==> config.mk <==
export PLATFORM = sky130hd
export DESIGN_NAME = frame_buf_wr_ctrl
export DESIGN_NICKNAME = d
export VERILOG_FILES = /design/src/rtl/frame_buf_pkg.sv /design/src/rtl/frame_bank_tracker.sv /design/src/rtl/frame_buf_wr_ctrl.sv
export SDC_FILE = /design/constraint.sdc
export NUM_CORES = 1
export LEC_CHECK = 0
export ABC_AREA = 0
export CAP_MARGIN = 10
export CORE_MARGIN = 3
export CORE_UTILIZATION = 45
export CTS_CLUSTER_SIZE = 8
export DETAILED_ROUTE_END_ITERATION = 7
export DONT_BUFFER_PORTS = 1
export RECOVER_POWER = 25
export SYNTH_ARGS = -nofsm -noshare
export SYNTH_HDL_FRONTEND = slang
export SYNTH_SLANG_ARGS = --single-unit
==> constraint.sdc <==
create_clock -name wr_clk -period 2 [get_ports wr_clk]
set_input_delay 0.6 -clock wr_clk [delete_from_list [all_inputs] [get_ports wr_clk]]
set_output_delay 0.6 -clock wr_clk [all_outputs]
set_load 0.01 [all_outputs]
==> src/rtl/frame_buf_pkg.sv <==
// Shared definitions for the ping-pong frame buffer write path.
//   - FSM state encoding of the write controller (IDLE, FILL, STALL)
//   - bank index width (two banks -> one bit)
//   - assert/deassert level constants for single-bit strobes and flags
package frame_buf_pkg;

    localparam int STATE_W = 2;

    localparam logic [STATE_W-1:0] IDLE  = 2'd0;
    localparam logic [STATE_W-1:0] FILL  = 2'd1;
    localparam logic [STATE_W-1:0] STALL = 2'd2;

    localparam int BANK_W = 1;

    localparam logic ASSERT   = 1'b1;
    localparam logic DEASSERT = 1'b0;

endpackage

==> src/rtl/frame_bank_tracker.sv <==
// Tracks which of the two frame banks hold a completed frame and which one the
// display reader owns next.
//   wr_clk      clock
//   reset       synchronous, active-high
//   set_en      pulse: the bank in set_bank has received its final write
//   set_bank    bank being completed
//   rd_release  pulse: reader is finished with frame_bank
//   bank_full   per-bank completed flag (used by the writer to avoid full banks)
//   frame_rdy   at least one completed bank is waiting for the reader
//   frame_bank  oldest completed bank
//   rel_err     pulse: rd_release seen while nothing was ready
module frame_bank_tracker
    import frame_buf_pkg::*;
(
    input  logic              wr_clk,
    input  logic              reset,
    input  logic              set_en,
    input  logic [BANK_W-1:0] set_bank,
    input  logic              rd_release,
    output logic [1:0]        bank_full,
    output logic              frame_rdy,
    output logic [BANK_W-1:0] frame_bank,
    output logic              rel_err
);

    logic              release_ok;
    logic [BANK_W-1:0] rd_bank_reg;
    logic              rel_err_reg;

    // Release is only meaningful while a frame is actually handed out.
    assign release_ok = rd_release & (|bank_full);

    // A set and a clear in the same cycle always hit different banks, since the
    // writer never enters a full bank; each bank flag therefore sees at most one.
    genvar gi;
    generate
        for (gi = 0; gi < 2; gi++) begin : g_bank
            logic full_reg;

            always_ff @(posedge wr_clk) begin
                if (reset) begin
                    full_reg <= DEASSERT;
                end else if (set_en && (set_bank == BANK_W'(gi))) begin
                    full_reg <= ASSERT;
                end else if (release_ok && (rd_bank_reg == BANK_W'(gi))) begin
                    full_reg <= DEASSERT;
                end
            end

            assign bank_full[gi] = full_reg;
        end
    endgenerate

    always_ff @(posedge wr_clk) begin
        if (reset) begin
            rd_bank_reg <= '0;
            rel_err_reg <= DEASSERT;
        end else begin
            rel_err_reg <= rd_release & ~(|bank_full);
            if (release_ok) begin
                rd_bank_reg <= ~rd_bank_reg;
            end
        end
    end

    assign frame_rdy  = |bank_full;
    assign frame_bank = rd_bank_reg;
    assign rel_err    = rel_err_reg;

endmodule

==> src/rtl/frame_buf_wr_ctrl.sv <==
// Write-side controller: drains a valid/ready pixel stream into a two-bank
// (ping-pong) frame memory and hands completed banks to the display reader.
//   wr_clk, reset          clock, synchronous active-high reset
//   pix_valid/pix_ready    pixel stream handshake (pix_ready depends on state only)
//   pix_data, pix_sof      pixel value, first-pixel-of-frame marker
//   mem_wr_en/addr/data    registered memory write port, addr = {bank, index}
//   frame_rdy, frame_bank  completed bank available to the reader, oldest first
//   rd_release             reader is done with frame_bank
//   sync_err               pulse: sof arrived in the middle of a frame
//   rel_err                pulse: rd_release arrived with nothing ready
module frame_buf_wr_ctrl
    import frame_buf_pkg::*;
#(
    parameter int DATA_WIDTH   = 24,
    parameter int ADDR_WIDTH   = 3,
    parameter int FRAME_PIXELS = 1 << ADDR_WIDTH
)
(
    input  logic                  wr_clk,
    input  logic                  reset,
    input  logic                  pix_valid,
    output logic                  pix_ready,
    input  logic [DATA_WIDTH-1:0] pix_data,
    input  logic                  pix_sof,
    output logic                  mem_wr_en,
    output logic [ADDR_WIDTH:0]   mem_wr_addr,
    output logic [DATA_WIDTH-1:0] mem_wr_data,
    output logic                  frame_rdy,
    output logic                  frame_bank,
    input  logic                  rd_release,
    output logic                  sync_err,
    output logic                  rel_err
);

    // One extra counter bit so FRAME_PIXELS == 2^ADDR_WIDTH compares cleanly.
    localparam int              CNT_W    = ADDR_WIDTH + 1;
    localparam logic [CNT_W-1:0] LAST_IDX = CNT_W'(FRAME_PIXELS - 1);

    logic [STATE_W-1:0]    state_reg, state_next;
    logic [CNT_W-1:0]      pix_cnt_reg, pix_cnt_next;
    logic [BANK_W-1:0]     wr_bank_reg, wr_bank_next;
    logic                  accept;
    logic                  wr_fire;
    logic [ADDR_WIDTH-1:0] wr_idx;
    logic                  last_pix;
    logic                  sync_next;

    logic                  wr_en_reg;
    logic [ADDR_WIDTH:0]   wr_addr_reg;
    logic [DATA_WIDTH-1:0] wr_data_reg;
    logic                  sync_err_reg;
    logic                  done_reg;
    logic [BANK_W-1:0]     done_bank_reg;
    logic [1:0]            bank_full;

    assign pix_ready = ~reset & (state_reg != STALL);
    assign accept    = pix_valid & pix_ready;

    always_comb begin
        state_next   = state_reg;
        pix_cnt_next = pix_cnt_reg;
        wr_bank_next = wr_bank_reg;
        wr_fire      = DEASSERT;
        wr_idx       = '0;
        last_pix     = DEASSERT;
        sync_next    = DEASSERT;

        case (state_reg)
            IDLE: begin
                // Pixels outside a frame are dropped until a sof realigns us.
                if (accept && pix_sof) begin
                    wr_fire      = ASSERT;
                    pix_cnt_next = CNT_W'(1);
                    state_next   = FILL;
                end
            end
            FILL: begin
                if (accept) begin
                    wr_fire = ASSERT;
                    if (pix_sof) begin
                        // Restart the frame in the same bank.
                        sync_next    = ASSERT;
                        pix_cnt_next = CNT_W'(1);
                    end else begin
                        wr_idx = pix_cnt_reg[ADDR_WIDTH-1:0];
                        if (pix_cnt_reg == LAST_IDX) begin
                            last_pix     = ASSERT;
                            pix_cnt_next = '0;
                            wr_bank_next = ~wr_bank_reg;
                            state_next   = bank_full[~wr_bank_reg] ? STALL : IDLE;
                        end else begin
                            pix_cnt_next = pix_cnt_reg + CNT_W'(1);
                        end
                    end
                end
            end
            STALL: begin
                if (!bank_full[wr_bank_reg]) begin
                    state_next = IDLE;
                end
            end
            default: state_next = IDLE;
        endcase
    end

    always_ff @(posedge wr_clk) begin
        if (reset) begin
            state_reg     <= IDLE;
            pix_cnt_reg   <= '0;
            wr_bank_reg   <= '0;
            wr_en_reg     <= DEASSERT;
            wr_addr_reg   <= '0;
            wr_data_reg   <= '0;
            sync_err_reg  <= DEASSERT;
            done_reg      <= DEASSERT;
            done_bank_reg <= '0;
        end else begin
            state_reg     <= state_next;
            pix_cnt_reg   <= pix_cnt_next;
            wr_bank_reg   <= wr_bank_next;
            wr_en_reg     <= wr_fire;
            sync_err_reg  <= sync_next;
            // Completion is flagged one cycle late so the bank only turns full
            // together with its final memory write.
            done_reg      <= last_pix;
            done_bank_reg <= wr_bank_reg;
            if (wr_fire) begin
                wr_addr_reg <= {wr_bank_reg, wr_idx};
                wr_data_reg <= pix_data;
            end
        end
    end

    assign mem_wr_en   = wr_en_reg;
    assign mem_wr_addr = wr_addr_reg;
    assign mem_wr_data = wr_data_reg;
    assign sync_err    = sync_err_reg;

    frame_bank_tracker u_tracker (
        .wr_clk     (wr_clk),
        .reset      (reset),
        .set_en     (done_reg),
        .set_bank   (done_bank_reg),
        .rd_release (rd_release),
        .bank_full  (bank_full),
        .frame_rdy  (frame_rdy),
        .frame_bank (frame_bank),
        .rel_err    (rel_err)
    );

endmodule

==> results of run 1 <==
[metal layers]
metal  global-route usage  up-vias
met5                    0        -
met4              0.08685        0
met3              0.06645        5
met2               0.2861       53
met1               0.2444      691
li1                     -      722
[logic make-up (layout without fill, tap and decap cells)]
family	Yosys count	in the layout	synth area share
compound gates	73	73	0.2296
xor+xnor	1	1	0.004976
buf+inv	26	21	0.06610
simple gates	59	59	0.1969
fa+ha+maj	1	1	0.007106
mux	1	1	0.006396
flops	43	43	0.4890
[path summary, 6_finish.rpt]
check                             startpoint                            to  slack [ns]  cells after the start
worst max register to register  state_reg[0]                   wr_bank_reg        0.30                      3
worst max-delay path            state_reg[0]                     pix_ready        0.27                      2
worst min register to register      done_reg  u_tracker.g_bank[0].full_reg        0.46                      2
worst min-delay path                   reset               mem_wr_data[15]        0.37                      1
[cell usage in the layout, fill, tap and decap left out, types with 2 or more instances in the layout]
| cell | count |
|---|---|
| o21ai_0 | 34 |
| nor3b_1 | 2 |
| or2_2 | 2 |
| nor2_1 | 4 |
| nor3_1 | 2 |
| inv_1 | 7 |
| a211oi_1 | 2 |
| nand3_1 | 29 |
| nor4_1 | 2 |
| buf_4 | 5 |
| clkbuf_8 | 6 |
| dfxtp_1 | 43 |
| a21oi_1 | 29 |
| nand2_1 | 4 |
| nand4_1 | 2 |
[synthesized netlist by cell type, types with 2 or more instances]
library cell  number  area [sq um]
a211oi_1           2         15.01
a21oi_1           29         145.1
buf_1              2         7.510
buf_2              3         15.01
buf_6              2         22.52
clkbuf_1          12         45.04
dfxtp_1           43         860.8
inv_1              7         26.28
nand2_1            4         15.01
nand3_1           29         145.1
nand4_1            2         12.51
nor2_1             5         18.77
nor3_1             2         10.01
nor3b_1            2         15.01
nor4_1             2         12.51
o21ai_0           34         170.2
or2_2              2         12.51
[final cells by class]
class | instances | area, sq um
Multi-Input combinational cell | 135 | 792.0
Fill cell | 370 | 1818
Sequential cell | 43 | 860.8
Clock inverter | 2 | 35.03
Clock buffer | 6 | 82.58
Inverter | 7 | 26.28
Tap cell | 48 | 60.06
Timing Repair Buffer | 6 | 41.29
[power by group through the flow]
stage               clock network (mW)  registers (mW)  logic (mW)
finish                           0.680           0.907       0.108
global route                     0.736           0.911       0.121
detailed placement                   0           0.928       0.108
global placement                     0           0.927       0.103
CTS                              0.698           0.908       0.109
floorplan                            0           0.921      0.0943
[critical path, cell delays in order (launching register included)]
cell	delay, ns
dfxtp_1	0.47
inv_1	0.10
a21oi_1	0.27
==> results.md, run 1 <==
Run status:
- The flow ran to the end, and the final reports show no timing, DRC or antenna violations.

Logic synthesis:
- In this run, synthesis produced a sequential element count of between 40 and 50.
- Each instance of the synthesized netlist takes up on average 8.630 sq um.
- Synthesis produced a netlist with a net count of 234.
- The number of distinct library cells after synthesis is 39.
- The synthesized netlist occupies a cell area of approximately 1800 sq um.
- The number of enable-type register cells in the synthesized netlist is 0.
- The Yosys step of the flow raised 0 warnings.
- The main flop type after synthesis is dfxtp_1.
- The fraction of registers with async set/reset is 0.
- For this run, the register share of the synthesized area comes to 0.4890.
- The gate count of the mapped netlist is between 200 and 250.

STA:
- The final critical-path setup slack is roughly 0.27 ns.
- The final critical-path share of the clock period is 0.8668.
- The final count of negative-setup-slack endpoints is 0.
- The count of pins over their slew limit was 0.
- The count of final hold-check violations came to 0.
- The setup TNS is 0 ns.
- Static timing analysis puts the maximum clock frequency at approximately 580 MHz.
- Setup repair after global routing left no endpoint under its margin.
- Final hold analysis gives a worst-case slack of around 0.37 ns.
- The worst slew slack as a fraction of its limit is 0.5845.
- The clock period minus final worst setup slack is between 1.5 and 2 ns.
- For the pin with the worst max-slew slack, the measured transition is 0.6232 ns.
- The largest clock skew in the final design is ~0.0039 ns.

Power and ir drop:
- Internal power comes to 1.321 mW.
- Power spread over the standard cell area amounts to 892.8 nW/um^2.
- The net switching fraction of the power is 0.2204.
- The total power is approximately 1.7 mW.
- Of the total power, combinational logic draws 0.063.
- The static leakage power is 0.6458 nW.
- The power spent charging and discharging nets is ~0.37 mW.
- The sequential power share is 0.536.
- IR analysis of the VDD net gives a maximum drop of 0.4542 mV.
- The share of total power dissipated in the clock network is 0.401.

Floorplanning:
- In this run the count of I/O pins placed on the die edge is 63.
- The die is 68.55 um tall.
- The starting utilization of the core area is 0.4737.
- The total die area is approximately 4700 sq um.
- The core footprint is 3716 sq um.
- The x dimension of the die is 68.55 um.
- The floorplan has 22 rows.

Place:
- The final RePlAce weighted congestion is 0.8906.
- The placement-stage cell area is 1784 sq um.
- Prior to clock tree synthesis, the placed netlist has a worst setup slack of 0.1887 ns.
- Summed over all nets, the half-perimeter wirelength after detailed placement is 2863 um.
- Input and output buffers added on the ports amount to 0.
- The cell total after placement is 239.

Final layout:
- The end-of-flow core utilization is 0.5108.
- The number of antenna diodes in the final layout is 0.
- At the end of the flow, the number of nets in the layout was about 230.
- The count of non-filler cells in the finished layout is 247.
- The fraction of final layout cells with drive strength greater than 1 is 0.09548.
- The register with the most flip-flops in the layout has 24 of them.
- After routing the design area is 1898 sq um.
- The layout overhead on the synthesized area is 7.818%.

Clock network:
- The number of instances resized during post-cts repair is 0.
- Counting every sink on the clock net gives 43.
- The buffer type at the clock tree root is clkbuf_8.
- The level count of the clock H-tree is 2.
- The number of setup buffers added after CTS is 0.
- Clock-pin slew was measured on the worst setup and hold paths at 0.08 ns.
- The clock tree buffer depth is 2.
- After clock tree synthesis, the flow added hold-fix buffers numbering 0.
- The later pin in the worst-skew pair is clocked with a latency of 0.29 ns.
- TritonCTS built the clock tree.
- Buffers inserted during clock tree synthesis total 5.

Route:
- The detailed router put a total of 1797 um of wire on met1.
- The first routing iteration left 117 violations.
- The wire length on met2 is between 1500 and 2000 um.
- The met3 wire length is 384 um.
- Dividing the detail-routed wire length by the instance count gives roughly 17 um.
- The routed wire length is between 4000 and 5000 um.
- Dividing the detail-routed via count by the number of cells gives 5.955.
- After detailed routing, the number of remaining DRC violations is 0.
- The highest metal layer carrying signal wires in the routed design is met4.
- For this run, the detailed router's first-pass iteration total came to 4.
- The number of routed nets with antenna violations is 0.
- Detailed routing inserted a total of 1471 vias.

Setup path:
- The startpoint kind of the worst setup timing path is a flop.
- The required arrival time at the worst endpoint is between 1 and 1.5 ns.
- The maximum fanout encountered on the critical timing path is 10.
- The arrival time at the worst endpoint is 1.13 ns.
- The worst setup path is of the flop to output pin kind.
- The kind of capture point of the worst setup path is an output pin.

GRT:
- The number of antenna violations at the first check in global routing came to 0.
- Entering global routing, the biggest net connects between 40 and 50 pins.
- The first global-routing pass estimated 6582 um of wire.
- Summed over all layers, the global routing overflow is 0.
- The via count of the first global-routing pass is 1366.
- In the global route stage, overall resource usage came out at 0.1905.

Worst hold path:
- The class of the tightest hold or removal check is input pin to flop.

Run:
- The tool flagged a number of max-cap violations equal to 0.
Note: power is estimated with default switching activity, not from simulation.
==> run 2: changes to the inputs <==
- CORE_UTILIZATION: 45 -> 60
- PLACE_DENSITY: not set -> 0.76
- SLEW_MARGIN: not set -> 30
==> run 2 against run 1 <==
Non-clock buffer count unchanged; combinational power shrank 4%; power decreased by 15%; fmax decreased by 4.8%; register-to-register slack got worse by 0.02 ns; via count grew 0.48%; core utilization rose by 14 points; sequential share of layout area rose by 2.2 points; sequential power is essentially flat; worst setup slack worse by 0.088 ns; clock power down 38%; flip-flop and latch count is the same; highest routed layer unchanged.
==> results.md, run 2 (same netlist as run 1, synthesis figures left out) <==
STA:
- The final critical-path share of the clock period is 0.9105 (+0.04378).
- The clock period minus final worst setup slack is 1.821 ns (+0.08755 ns).
- The largest clock skew in the final design is 0.01130 ns (+0.007445 ns).
- The worst hold slack across all endpoints is 0.2975 ns (-0.07208 ns).
- The transition time at the pin with the least slew margin is 0.7580 ns (+0.1349 ns).
- Setup repair after global routing left no endpoint under its margin.
- The count of pins over their slew limit is 0 (unchanged).
- The setup TNS is 0 ns (unchanged).
- The top achievable clock speed is 549.1 MHz (-4.8%).
- The count of final hold-check violations came to 0 (unchanged).
- The worst slew slack as a fraction of its limit was 0.4946 (-0.08990).
- The final count of negative-setup-slack endpoints is 0 (unchanged).

Final layout:
- Relative to the synthesized area, the layout overhead comes to 2.914%.
- The commonest non-fill, non-tap cell in the layout is dfxtp_1.
- The area taken by flip-flops and latches is 860.8 sq um (unchanged).
- The total of fill cells in the finished design is 261 (-29%).
- The area of the multi-input gates was 792.0 sq um (unchanged).
- The fraction of final layout cells with drive strength greater than 1 was 0.08586 (-0.009619).
- The end-of-flow core utilization is 0.6514 (+0.1406).
- In the layout the commonest cells are 43 x dfxtp_1, 34 x o21ai_0, 29 x a21oi_1, 29 x nand3_1, 7 x inv_1.
- The final net count is 228 (unchanged).
- The number of flip-flops in the largest register is 24 (unchanged).
- The number of antenna diodes is 0 (unchanged).

Worst hold path:
- The hold path startpoint is reset.
- The class of the tightest hold or removal check is input pin to flop.

Clock network:
- The clock tree from TritonCTS is built.
- The number of sinks on the clock net is 43 (unchanged).
- The clock tree buffer depth is 2 (unchanged).
- The clock edge transition at the registers on the reported setup and hold paths was 0.12 ns (+0.04 ns).
- The clock latency on the worst-skew pair is 0.35 ns (+0.06 ns).
- The number of instances resized during post-cts repair was 0 (unchanged).
- The buffer type at the clock tree root is clkbuf_4.
- The post-CTS setup repair buffer count is 0 (unchanged).
- The number of buffers inserted for hold repair after clock tree synthesis is 0 (unchanged).
- The number of CTS-inserted buffers is 5 (unchanged).
- The level count of the clock H-tree is 2 (unchanged).

GRT:
- The number of antenna violations at the first check in global routing came to 0 (unchanged).
- The via count of the first global-routing pass is 1362 (-0.29%).
- The global-route usage over all layers is 0.2289 (+0.03834).
- The pin count of the biggest net entering global routing is 41 (unchanged).
- The overall overflow remaining after global route is 0 (unchanged).
- The first-pass GRT wire length is 6210 um (-5.7%).

Setup path:
- The startpoint kind of the worst setup timing path is a flop.
- The worst setup path is captured at an output pin.
- The maximum fanout encountered on the critical timing path was 10 (unchanged).
- The timing startpoint of the critical path is state_reg[0].
- The required arrival time at the worst endpoint was 1.40 ns (about the same).
- The arrival time at the worst endpoint was 1.22 ns (+0.09 ns).
- In this run the critical register-to-register path is launched from state_reg[0].
- By startpoint and endpoint, the worst setup path is classified as flop to output pin.

Power and ir drop:
- The net switching fraction of the power was 0.2479 (+0.02751).
- The sequential power share is 0.632 (+0.096).
- The clock network power share came to 0.296 (-0.105).
- The relative contribution of combinational cells to total power came to 0.073 (+0.010).
- The power spent charging and discharging nets was 0.3561 mW (-4.6%).
- The power per unit of standard cell area came to 792.9 nW/um^2 (-11%).
- The internal power of the cells is 1.080 mW (-18%).
- The static leakage power is 0.6145 nW (-4.8%).
- The maximum resistive drop on vdd came to 0.7588 mV (+67%).

Floorplanning:
- The total die area is 3620 sq um (-23%).
- The standard-cell row count came to 19 (-14%).
- The vertical extent of the die is 60.17 um (-12%).
- The x dimension of the die is 60.17 um (-12%).
- The starting utilization of the core area was 0.6329 (+0.1592).
- The I/O pin count is 63 (unchanged).
- The core footprint is 2781 sq um (-25%).

Run:
- The reported max-cap violation count was 0 (unchanged).

Route:
- The detailed router's first-iteration violation count is 133 (+14%).
- The number of routed nets with antenna violations came to 0 (unchanged).
- The average routed wire per standard cell was 16.82 um (-0.94%).
- The via count is 1478 (+0.48%).
- The vias per cell is 6.454 (+8.4%).
- The routed wire length is 3851 um (-8.2%).
- The DRC violation count after routing was 0 (unchanged).
- The number of detailed-routing iterations run before antenna repair is 4 (unchanged).

Place:
- The sum of net half-perimeters after detailed placement was 2626 um (-8.3%).
- The final RePlAce weighted congestion came to 0.9015 (+1.2%).
- The number of input and output port buffers inserted came to 0 (unchanged).

Run status:
- The flow ran to the end, and the final reports show no timing, DRC or antenna violations.
-- run 2: changes by cell type in the layout (fill, tap and decap cells not counted), sizes merged --
cell / before / now
clkbuf: 7 / 8
bufinv: 1 / 0
buf: 5 / 4
-- run 2: area by class of cell --
cell class / instances / share of cell area
clock inverters: 1 / 0.002762
clock buffers: 6 / 0.02831
well taps: 31 / 0.02141
multi-input cells: 135 / 0.4372
inverters: 7 / 0.01450
repair buffers: 6 / 0.02072
flip-flops and latches: 43 / 0.4751
-- run 2: final timing paths --
| kind | to | slack [ns] | depth (start not counted) |
|---|---|---|---|
| setup reg to reg | wr_bank_reg | 0.28 | 3 |
| hold / removal | mem_wr_data[12] | 0.30 | 1 |
| setup / recovery | pix_ready | 0.18 | 2 |
| hold reg to reg | u_tracker.g_bank[0].full_reg | 0.47 | 2 |
-- run 2: power groups by stage --
stage / clock (mW) / sequential [mW] / combinational, mW
final: 0.425 / 0.908 / 0.104
after global routing: 0.469 / 0.912 / 0.118
after CTS: 0.433 / 0.908 / 0.106
after detailed placement: 0 / 0.928 / 0.105
after global placement: 0 / 0.926 / 0.0993
after floorplan: 0 / 0.921 / 0.0943
-- run 2: per-layer routing --
layer  global-route usage  up-vias  wire length [um]
li1                     -      720                 -
met1               0.3016      690              1583
met2               0.3395       61              1878
met3              0.08423        7               344
met4              0.08544        0                44
met5                    0        -                 0
-- run 2: per-stage QoR --
stage | setup WS [ns] | instance area [sq um] | std cells | total power, mW
2_1_floorplan | 0.1406 | 1760 | 204 | 1.015
3_3_place_gp | 0.2406 | 1763 | 222 | 1.026
3_5_place_dp | 0.2023 | 1763 | 222 | 1.033
4_1_cts | 0.1888 | 1819 | 229 | 1.447
5_1_grt | 0.1101 | 1812 | 229 | 1.498
6_report | 0.1789 | 1812 | 229 | 1.437
-- run 2: critical path, stage by stage, from the launching register on --
cell	delay, ns
dfxtp_1	0.50
inv_1	0.11
a21oi_1	0.26
==> run 3: changes to the inputs <==
- CTS_BUF_LIST: not set -> sky130_fd_sc_hd__clkbuf_8
==> run 3 against run 2 <==
Worst setup slack better by 0.074 ns; global-route usage is 0.31 points lower; count of clock-buffer cells in the layout stayed put; first-iteration DRC count is 13% lower; clock skew is 0.0045 ns lower; non-clock buffer count stayed put; combinational power hardly changed; cell area is 1.7% higher; cell count stayed put; critical path depth stayed put; critical path type unchanged.
==> results.md, run 3 (same netlist as run 1, synthesis figures left out) <==
Run status:
- The run finished with clean final reports.

Route:
- The routed wire length is 3837 um (-0.36%).
- The average routed wire per standard cell is 16.76 um (-0.36%).
- The DRC violation count after routing came to 0 (unchanged).
- The number of routed nets with antenna violations is 0 (unchanged).
- The via count came to 1482 (+0.27%).
- The vias per cell is 6.472 (+0.27%).
- The detailed router's first-iteration violation count is 116 (-13%).
- The number of detailed-routing iterations run before antenna repair is 4 (unchanged).

Final layout:
- The layout overhead on the synthesized area is 4.691%.
- The fraction of final layout cells with drive strength greater than 1 was 0.08586 (unchanged).
- The total of fill cells in the finished design is 258 (-1.1%).
- The post-route cell area is 1843 sq um (+1.7%).
- The number of antenna diodes came to 0 (unchanged).
- The number of flip-flops in the largest register was 24 (unchanged).
- The commonest non-fill, non-tap cell in the layout is dfxtp_1.
- The area taken by flip-flops and latches is 860.8 sq um (unchanged).
- In the layout the commonest cells are 43 x dfxtp_1, 34 x o21ai_0, 29 x a21oi_1, 29 x nand3_1, 7 x inv_1.
- The count of non-filler cells in the finished layout is 229 (unchanged).
- The final net count is 228 (unchanged).
- The area of the multi-input gates is 792.0 sq um (unchanged).

GRT:
- The global-route usage over all layers came to 0.2257 (-0.003117).
- The number of antenna violations at the first check in global routing is 0 (unchanged).
- The first-pass GRT wire length is 6182 um (-0.45%).
- The overall overflow remaining after global route was 0 (unchanged).
- The via count of the first global-routing pass is 1378 (+1.2%).
- The pin count of the biggest net entering global routing is 41 (unchanged).

Worst hold path:
- The path class of the tightest hold or removal check is input pin to flop.
- For hold timing, the worst endpoint is mem_wr_data[12].
- The hold-critical path depth was 1 (unchanged).
- In this run the most critical hold path is launched from reset.

Power and ir drop:
- The internal power of the cells came to 1.188 mW (+9.9%).
- The net switching fraction of the power is 0.2325 (-0.01538).
- The relative contribution of combinational cells to total power is 0.068 (-0.005).
- The power per unit of standard cell area is 839.6 nW/um^2 (+5.9%).
- The static leakage power is 0.6275 nW (+2.1%).
- The power spent charging and discharging nets came to 0.3598 mW (+1.0%).
- The maximum resistive drop on vdd is 0.7765 mV (+2.3%).
- The clock network power share is 0.346 (+0.050).
- The sequential power share is 0.586 (-0.046).
- The total power came to 1.547 mW (+7.7%).

Setup path:
- The maximum fanout encountered on the critical timing path is 10 (unchanged).
- The slack of the worst reg-to-reg path came to 0.29 ns (about the same).
- The number of cells traversed by the worst register-to-register path is 3 (unchanged).
- The startpoint kind of the worst setup timing path is a flop.
- The launch point of the worst reg-to-reg path is state_reg[0].
- The required arrival time at the worst endpoint is 1.40 ns (about the same).
- The endpoint of the lowest-slack register-to-register path is wr_bank_reg.
- The critical path is of the flop to output pin type.
- The arrival time at the worst endpoint came to 1.15 ns (-0.07 ns).
- The kind of capture point of the worst setup path is an output pin.

Place:
- The worst slack at placement was 0.2023 ns (unchanged).
- The sum of net half-perimeters after detailed placement is 2626 um (unchanged).
- The final RePlAce weighted congestion is 0.9015 (unchanged).
- The cell total after placement is 222 (unchanged).
- The placement-stage cell area was 1763 sq um (unchanged).
- The number of input and output port buffers inserted is 0 (unchanged).

STA:
- Setup repair after global routing left no endpoint under its margin.
- The final count of negative-setup-slack endpoints is 0 (unchanged).
- The final critical-path share of the clock period is 0.8736 (-0.03693).
- The transition time at the pin with the least slew margin was 0.7638 ns (+0.005775 ns).
- The final critical-path setup slack is 0.2528 ns (+0.07386 ns).
- The worst slew slack as a fraction of its limit came to 0.4908 (-0.003850).
- The clock period minus final worst setup slack is 1.747 ns (-0.07386 ns).
- The setup TNS is 0 ns (unchanged).
- The count of pins over their slew limit is 0 (unchanged).
- The count of final hold-check violations came to 0 (unchanged).
- The top achievable clock speed came to 572.3 MHz (+4.2%).
- The largest clock skew in the final design is 0.006769 ns (-0.004528 ns).

Floorplanning:
- The starting utilization of the core area is 0.6329 (unchanged).
- The standard-cell row count was 19 (unchanged).
- The x dimension of the die was 60.17 um (unchanged).
- The total die area is 3620 sq um (unchanged).
- The core footprint came to 2781 sq um (unchanged).
- The vertical extent of the die is 60.17 um (unchanged).
- The I/O pin count is 63 (unchanged).

Clock network:
- The clock latency on the worst-skew pair is 0.29 ns (-0.06 ns).
- The post-CTS setup repair buffer count is 0 (unchanged).
- The clock tree buffer depth is 2 (unchanged).
- The level count of the clock H-tree is 2 (unchanged).
- The number of sinks on the clock net is 43 (unchanged).
- The tree is rooted in a clkbuf_8.
- The clock tree from TritonCTS is built.
- The number of instances resized during post-cts repair came to 0 (unchanged).
- The number of buffers inserted for hold repair after clock tree synthesis came to 0 (unchanged).
- The number of CTS-inserted buffers was 5 (unchanged).
- The clock edge transition at the registers on the reported setup and hold paths is 0.07 ns (-0.05 ns).

Run:
- The reported max-cap violation count is 0 (unchanged).
run 3: critical path, stage by stage, from the launching register on:
cell	delay, ns
dfxtp_1	0.49
inv_1	0.11
a21oi_1	0.26
run 3: how the worst max path moves through the flow:
stage                            start              end  slack, ns  cells after the start
final                     state_reg[0]        pix_ready       0.25                      2
after global routing      state_reg[1]  mem_wr_data[17]       0.14                      4
after CTS                 state_reg[0]        pix_ready       0.27                      2
after detailed placement       pix_sof      wr_bank_reg       0.20                      3
after global placement         pix_sof      wr_bank_reg       0.24                      3
after floorplan                  reset        pix_ready       0.14                      3
run 3: power by group through the flow:
stage               sequential (mW)  clock, mW  combinational [mW]
global route                  0.911      0.590               0.118
CTS                           0.907      0.553               0.106
global placement              0.926          0              0.0993
floorplan                     0.921          0              0.0943
finish                        0.907      0.535               0.105
detailed placement            0.928          0               0.105
run 3: metrics by stage:
step / hold slack [ns] / utilization
finish: 0.3729 / 0.6626
global route: 0.3514 / 0.6626
CTS: 0.3616 / 0.6653
detailed placement: 0.4587 / 0.6338
global placement: 0.4511 / 0.6338
floorplan: 0.4455 / -
run 3: final cells by class:
class                      count  area share
sequential                    43      0.4671
multi-input combinational    135      0.4297
clock buffer                   6     0.04481
tap                           31     0.02105
timing repair buffer           6     0.02037
inverter                       7     0.01426
clock inverter                 1    0.002716
run 3: routing by layer:
| layer | up-vias | part of all wire | global-route usage |
|---|---|---|---|
| li1 | 720 | - | - |
| met1 | 687 | 0.42 | 0.2989 |
| met2 | 65 | 0.48 | 0.3349 |
| met3 | 10 | 0.088 | 0.07991 |
| met4 | 0 | 0.015 | 0.08544 |
| met5 | - | 0 | 0 |
